--- config.mk ---
export PLATFORM = sky130hd
export DESIGN_NAME = hilo_md_ctrl
export DESIGN_NICKNAME = d
export VERILOG_FILES = /design/src/rtl/hilo_md_ctrl.sv
export SDC_FILE = /design/constraint.sdc
export NUM_CORES = 2
export LEC_CHECK = 0
export ABC_AREA = 1
export BUFFER_PORTS_ARGS = -buffer_cell sky130_fd_sc_hd__buf_2
export CORE_MARGIN = 2
export CORE_UTILIZATION = 55
export DETAILED_ROUTE_END_ITERATION = 10
export HOLD_SLACK_MARGIN = 0.15
export MAX_ROUTING_LAYER = met4
export PLACE_DENSITY = 0.76
export SLEW_MARGIN = 25
export SYNTH_ARGS = -nofsm -noshare
export SYNTH_HDL_FRONTEND = slang
export SYNTH_SLANG_ARGS = --single-unit
--- constraint.sdc ---
create_clock -name clk -period 10.61 [get_ports clk]
set_input_delay 2.122 -clock clk [delete_from_list [all_inputs] [get_ports clk]]
set_output_delay 2.122 -clock clk [all_outputs]
set_load 0.02 [all_outputs]
--- src/rtl/hilo_md_ctrl.sv ---
// hilo_md_ctrl: HI/LO multiply/divide sequencer.
//
// Accepts MULT/MULTU/DIV/DIVU/MTHI/MTLO from the M stage. Multiply runs for a
// fixed MUL_CYCLES compute cycles. Divide runs as a 32-step restoring iteration
// on magnitudes, with the sign fixed up at commit. The pipeline is stalled while
// an op is in flight. HI/LO commit in the DONE state with a one-cycle md_done.
//
// Optional feature (macro HILO_BYPASS_EN): when defined, hilo_data_out forwards
// in-cycle HI/LO write data. When undefined, reads see only the registered HI/LO.
//
// Ports:
//   clk           pipeline clock
//   reset         synchronous, active-high
//   md_valid      md_op valid this cycle
//   md_op         000 none, 001 MULT, 010 MULTU, 011 DIV, 100 DIVU,
//                 101 MTHI, 110 MTLO, 111 none
//   src_a         rs operand (dividend / multiplicand / MTHI-MTLO data)
//   src_b         rt operand (divisor / multiplier)
//   flush         cancels any in-flight op; highest priority
//   hilo_sel      read select: 0 = LO, 1 = HI
//   hilo_data_out selected HI/LO value
//   stall_req     hold the pipeline
//   md_done       one-cycle pulse on HI/LO commit of MULT/DIV
module hilo_md_ctrl #(
  parameter int unsigned MUL_CYCLES = 2
) (
  input  logic        clk,
  input  logic        reset,
  input  logic        md_valid,
  input  logic [2:0]  md_op,
  input  logic [31:0] src_a,
  input  logic [31:0] src_b,
  input  logic        flush,
  input  logic        hilo_sel,
  output logic [31:0] hilo_data_out,
  output logic        stall_req,
  output logic        md_done
);

  localparam logic [2:0] OpMult  = 3'b001;
  localparam logic [2:0] OpMultu = 3'b010;
  localparam logic [2:0] OpDiv   = 3'b011;
  localparam logic [2:0] OpDivu  = 3'b100;
  localparam logic [2:0] OpMthi  = 3'b101;
  localparam logic [2:0] OpMtlo  = 3'b110;

  localparam logic [5:0] MulLast = 6'(MUL_CYCLES - 1);
  localparam logic [5:0] DivLast = 6'd31;

  typedef enum logic [1:0] {
    StIdle,
    StMul,
    StDiv,
    StDone
  } stateT;

  stateT       stateQ, stateD;
  logic [31:0] hiQ, hiD;
  logic [31:0] loQ, loD;
  logic [5:0]  countQ, countD;
  // opA: multiplicand, or dividend magnitude that becomes the quotient.
  // opB: multiplier, or divisor magnitude.
  logic [31:0] opAQ, opAD;
  logic [31:0] opBQ, opBD;
  logic [32:0] remQ, remD;
  logic [63:0] prodQ, prodD;
  logic        isDivQ, isDivD;
  logic        mulSignedQ, mulSignedD;
  logic        negQuotQ, negQuotD;
  logic        negRemQ, negRemD;

  // Multiply datapath: sign-extend to 64 bits so one unsigned multiplier's low
  // 64 bits serve both MULT and MULTU.
  logic [63:0] mulExtA, mulExtB, mulFull;

  always_comb begin
    mulExtA = {{32{mulSignedQ & opAQ[31]}}, opAQ};
    mulExtB = {{32{mulSignedQ & opBQ[31]}}, opBQ};
    mulFull = mulExtA * mulExtB;
  end

  // Restoring divide step. The remainder stays below the divisor, so bit 32 of
  // the difference is set exactly when the trial subtraction borrows.
  logic [32:0] divShift, divDiff;
  logic        divFits;

  always_comb begin
    divShift = {remQ[31:0], opAQ[31]};
    divDiff  = divShift - {1'b0, opBQ};
    divFits  = ~divDiff[32];
  end

  // Values committed in DONE, with the divide sign fix applied.
  logic [31:0] quoFix, remFix, commitHi, commitLo;

  always_comb begin
    quoFix   = negQuotQ ? (~opAQ + 32'd1) : opAQ;
    remFix   = negRemQ ? (~remQ[31:0] + 32'd1) : remQ[31:0];
    commitHi = isDivQ ? remFix : prodQ[63:32];
    commitLo = isDivQ ? quoFix : prodQ[31:0];
  end

  // Operand magnitudes for a divide about to be accepted.
  logic        divSigned;
  logic [31:0] absA, absB;

  always_comb begin
    divSigned = (md_op == OpDiv);
    absA      = (divSigned & src_a[31]) ? (~src_a + 32'd1) : src_a;
    absB      = (divSigned & src_b[31]) ? (~src_b + 32'd1) : src_b;
  end

  always_comb begin
    stateD     = stateQ;
    hiD        = hiQ;
    loD        = loQ;
    countD     = countQ;
    opAD       = opAQ;
    opBD       = opBQ;
    remD       = remQ;
    prodD      = prodQ;
    isDivD     = isDivQ;
    mulSignedD = mulSignedQ;
    negQuotD   = negQuotQ;
    negRemD    = negRemQ;
    stall_req  = 1'b0;
    md_done    = 1'b0;

    if (flush) begin
      stateD = StIdle;
    end else begin
      unique case (stateQ)
        StIdle: begin
          if (md_valid) begin
            case (md_op)
              OpMult, OpMultu: begin
                stall_req  = 1'b1;
                opAD       = src_a;
                opBD       = src_b;
                mulSignedD = (md_op == OpMult);
                isDivD     = 1'b0;
                countD     = '0;
                stateD     = StMul;
              end
              OpDiv, OpDivu: begin
                // Divide by zero is dropped: no stall, HI/LO untouched.
                if (src_b != 32'd0) begin
                  stall_req = 1'b1;
                  opAD      = absA;
                  opBD      = absB;
                  negQuotD  = divSigned & (src_a[31] ^ src_b[31]);
                  negRemD   = divSigned & src_a[31];
                  remD      = '0;
                  isDivD    = 1'b1;
                  countD    = '0;
                  stateD    = StDiv;
                end
              end
              OpMthi:  hiD = src_a;
              OpMtlo:  loD = src_a;
              default: ;
            endcase
          end
        end
        StMul: begin
          stall_req = 1'b1;
          countD    = countQ + 6'd1;
          if (countQ == MulLast) begin
            prodD  = mulFull;
            stateD = StDone;
          end
        end
        StDiv: begin
          stall_req = 1'b1;
          remD      = divFits ? divDiff : divShift;
          opAD      = {opAQ[30:0], divFits};
          countD    = countQ + 6'd1;
          if (countQ == DivLast) begin
            stateD = StDone;
          end
        end
        StDone: begin
          // md_valid here belongs to the instruction just released; ignore it.
          hiD     = commitHi;
          loD     = commitLo;
          md_done = 1'b1;
          stateD  = StIdle;
        end
        default: stateD = StIdle;
      endcase
    end
  end

  always_ff @(posedge clk) begin
    if (reset) begin
      stateQ     <= StIdle;
      hiQ        <= '0;
      loQ        <= '0;
      countQ     <= '0;
      opAQ       <= '0;
      opBQ       <= '0;
      remQ       <= '0;
      prodQ      <= '0;
      isDivQ     <= 1'b0;
      mulSignedQ <= 1'b0;
      negQuotQ   <= 1'b0;
      negRemQ    <= 1'b0;
    end else begin
      stateQ     <= stateD;
      hiQ        <= hiD;
      loQ        <= loD;
      countQ     <= countD;
      opAQ       <= opAD;
      opBQ       <= opBD;
      remQ       <= remD;
      prodQ      <= prodD;
      isDivQ     <= isDivD;
      mulSignedQ <= mulSignedD;
      negQuotQ   <= negQuotD;
      negRemQ    <= negRemD;
    end
  end

  always_comb begin
    hilo_data_out = hilo_sel ? hiQ : loQ;
`ifdef HILO_BYPASS_EN
    if (!flush) begin
      if (stateQ == StIdle && md_valid) begin
        if (md_op == OpMthi && hilo_sel) begin
          hilo_data_out = src_a;
        end else if (md_op == OpMtlo && !hilo_sel) begin
          hilo_data_out = src_a;
        end
      end else if (stateQ == StDone) begin
        hilo_data_out = hilo_sel ? commitHi : commitLo;
      end
    end
`endif
  end

endmodule

==> flow_metrics.env <==
export IMPL_holdCritPathClass="reg -> reg"
export IMPL_syn_area_um2=55900
export IMPL_hpwl_um=156000
export IMPL_timing_rr_end="prodQ[39]"
export IMPL_crit_start="opAQ[15]"
export IMPL_fmax_mhz=109
export IMPL_port_buffers=105
export IMPL_reg2reg_from="opAQ[15]"
export IMPL_worstMarginPinSlew_ps=1140
export IMPL_synth_main_ff_cell="dfxtp_1"
export IMPL_start_kind="flip-flop"
export IMPL_pwr_share_seq_pct=27.5
export IMPL_crit_end="prodQ[39]"
export IMPL_grt_max_degree=109
export IMPL_yosys_warnings=0
export IMPL_io_pins=106
export IMPL_area_delta_synth_final_pct=4.49
export IMPL_outcome="finished, final reports clean"
export IMPL_setup_violations=0
export IMPL_p_comb_share_pct=43.9
export IMPL_ff2ff_setup_slack_ps=1440
export IMPL_wl_per_cell_um=21.7
export IMPL_dieHeight_um=323
export IMPL_synth_edff_count=0
export IMPL_synthCells=7623
export IMPL_required_ps=11110
export IMPL_cts_repair_resized=0
export IMPL_cp_max_fo=25
export IMPL_start_util_pct=55.7
export IMPL_relSlewSlack_pct=24.3
export IMPL_leakagePower_uw=0.0316
export IMPL_grtUsageMet2_pct=59.6
export IMPL_vdd_drop_max_v=0.000120
export IMPL_cts_root_buf="clkbuf_16"
export IMPL_met3_usage_pct=6.34
export IMPL_cts_path_max_buffers=3
export IMPL_synthDistinctLibCells=50
export IMPL_p_switching_uw=1670
export IMPL_post_dp_cell_area_um2=57500
export IMPL_ctsHoldBuffers=0
export IMPL_first_pass_iters=8
export IMPL_grt_overflow=0
export IMPL_cts_clk_slew_worst_paths_ps=60
export IMPL_fin_setup_tns_ps=0
export IMPL_cp_end_kind="flip-flop"
export IMPL_whs_ps=473
export IMPL_fin_nets=8938
export IMPL_viasPerCell=5.58
export IMPL_p_per_area_nw_per_um2=62.7
export IMPL_maxCapViolations=0
export IMPL_finalHoldViolCount=0
export IMPL_clk_latency_ps=610
export IMPL_dr_total_vias=49477
export IMPL_ant_nets=0
export IMPL_dieArea_um2=104000
export IMPL_drc=0
export IMPL_grt_pass1_vias=50739
export IMPL_drtIter0Drc=4326
export IMPL_cts_tree="yes"
export IMPL_clock_sinks=236
export IMPL_gp_congestion=1.04
export IMPL_final_common_cell="inv_1"
export IMPL_post_cts_setup_buffers=0
export IMPL_yosysSeqAreaShare_pct=8.45
export IMPL_rr_worst_depth=27
export IMPL_syn_num_nets=9077
export IMPL_rsz0062_at_grt="false"
export IMPL_rows=116
export IMPL_syn_avg_cell_area_um2=7.34
export IMPL_antenna_found_initial=3
export IMPL_clock_skew_final_ps=9.05
export IMPL_totalWireLength_um=192000
export IMPL_globalRouteTotalUtil_pct=38.8
export IMPL_core_area_um2=100000
export IMPL_critPathKind="reg -> reg"
export IMPL_finish_instance_area_um2=58400
export IMPL_grtUsageMet1_pct=49.8
export IMPL_power_internal_uw=1990
export IMPL_crit_arrival_ps=9670
export IMPL_grt_pass1_wl_um=297000
export IMPL_busiest_layer="met2"
export IMPL_swShare_pct=45.6
export IMPL_ys_ff_latch=236
export IMPL_min_period_ps=9170
export IMPL_drv_slew=0
export IMPL_p_clk_share_pct=28.6
export IMPL_synthArstFlopShare_pct=0
export IMPL_final_cell_mix="1907 x inv_1, 1845 x nand2_1, 1126 x fa_1, 523 x nor2_1, 352 x a21oi_1"
export IMPL_fin_crit_sh_pct=86.4
export IMPL_htree_num_levels=1
export IMPL_die_w_um=323
export IMPL_cts_buffers=29
export IMPL_layout_drive_gt1_share_pct=5.06
## critical path, stage by stage, from the launching register on
cell,delay (ps)
dfxtp_1,900
buf_4,520
nand2_1,150
fa_1,550
fa_1,530
inv_1,50
fa_1,470
inv_1,50
fa_1,490
inv_1,50
fa_1,530
inv_1,60
fa_1,480
inv_1,50
fa_1,470
inv_1,50
fa_1,540
inv_1,60
ha_1,380
a21oi_1,360
o21ai_0,230
a21oi_1,430
nand3_1,320
a21oi_1,490
xor2_1,580
nand2_1,120
nand2_1,90
inv_1,40
## kinds of logic (layout without fill, tap and decap cells)
kind of cell / count (synthesis) / after routing / share of synthesized area (%)
AND/OR/NAND/NOR: 2747 / 2747 / 19.6
AO/OA/AOI/OAI: 811 / 811 / 7.86
multiplexers: 31 / 31 / 0.624
flip-flops: 236 / 236 / 8.45
adder cells (fa/ha/maj): 1382 / 1382 / 46.0
other: 0 / 1 / 0
buffers and inverters: 2304 / 2184 / 15.7
XOR/XNOR: 112 / 112 / 1.75
## synth_stat cells (16+ instances only)
library cell	number	area, µm²
nor2_2	16	100
mux2_2	31	349
o221ai_1	16	140
fa_1	1126	22500
nor2_1	523	1960
dfxtp_1	236	4720
o21ai_1	17	85.1
xor2_1	76	666
nor3_1	43	215
clkbuf_1	250	938
buf_1	86	323
nand4_1	43	269
o21ai_0	312	1560
nand3_1	228	1140
buf_2	36	180
nand2_1	1845	6930
o211ai_1	19	143
xnor2_1	36	315
inv_1	1907	7160
a31oi_1	28	175
ha_1	256	3200
a21oi_1	352	1760
## worst min path at each step
| stage | startpoint | end | slack [ps] | depth (start not counted) |
|---|---|---|---|---|
| 5_1_grt | loQ[2] | loQ[2] | 490 | 2 |
| 3_3_place_gp | loQ[2] | loQ[2] | 450 | 2 |
| 4_1_cts | loQ[2] | loQ[2] | 470 | 2 |
| 3_5_place_dp | loQ[2] | loQ[2] | 460 | 2 |
| 2_1_floorplan | loQ[2] | loQ[2] | 430 | 2 |
| 6_report | loQ[2] | loQ[2] | 470 | 2 |
## power groups by stage
stage / Combinational [µW] / Sequential (µW) / Clock, µW
6_report: 1610 / 1010 / 1050
5_1_grt: 1750 / 1010 / 1080
4_1_cts: 1580 / 1000 / 1050
3_5_place_dp: 1560 / 1020 / 0
3_3_place_gp: 1550 / 1020 / 0
2_1_floorplan: 1030 / 952 / 0
## layout make-up
class,count,area (µm²)
inverter,1922,7210
sequential,236,4750
antenna,1,2.50
tap,1357,1700
fill,9518,42000
multi-input combinational,5083,42500
timing repair buffer,212,1350
clock buffer,36,782
clock inverter,14,175
## through the flow
stage	std cells	utilization [%]	power, µW	setup slack, ps
CTS	8860	58.2	3630	1700
floorplan	7623	-	1980	3200
global placement	8810	57.2	2570	1690
finish	8861	58.2	3660	1440
global route	8861	58.2	3840	1210
detailed placement	8810	57.2	2580	1740
## sequential cells by signal, summed over array words and instances (netlist names), 2 cells and up
name	cells
hiQ	32
opBQ	32
prodQ	64
stateQ	2
loQ	32
opAQ	32
countQ	6
remQ	32
## layer usage
layer	wire length [µm]	vias up
li1	-	21999
met1	74900	24426
met2	86500	2433
met3	17900	619
met4	12500	0
met5	0	-
Note: power is estimated with default switching activity, not from simulation.
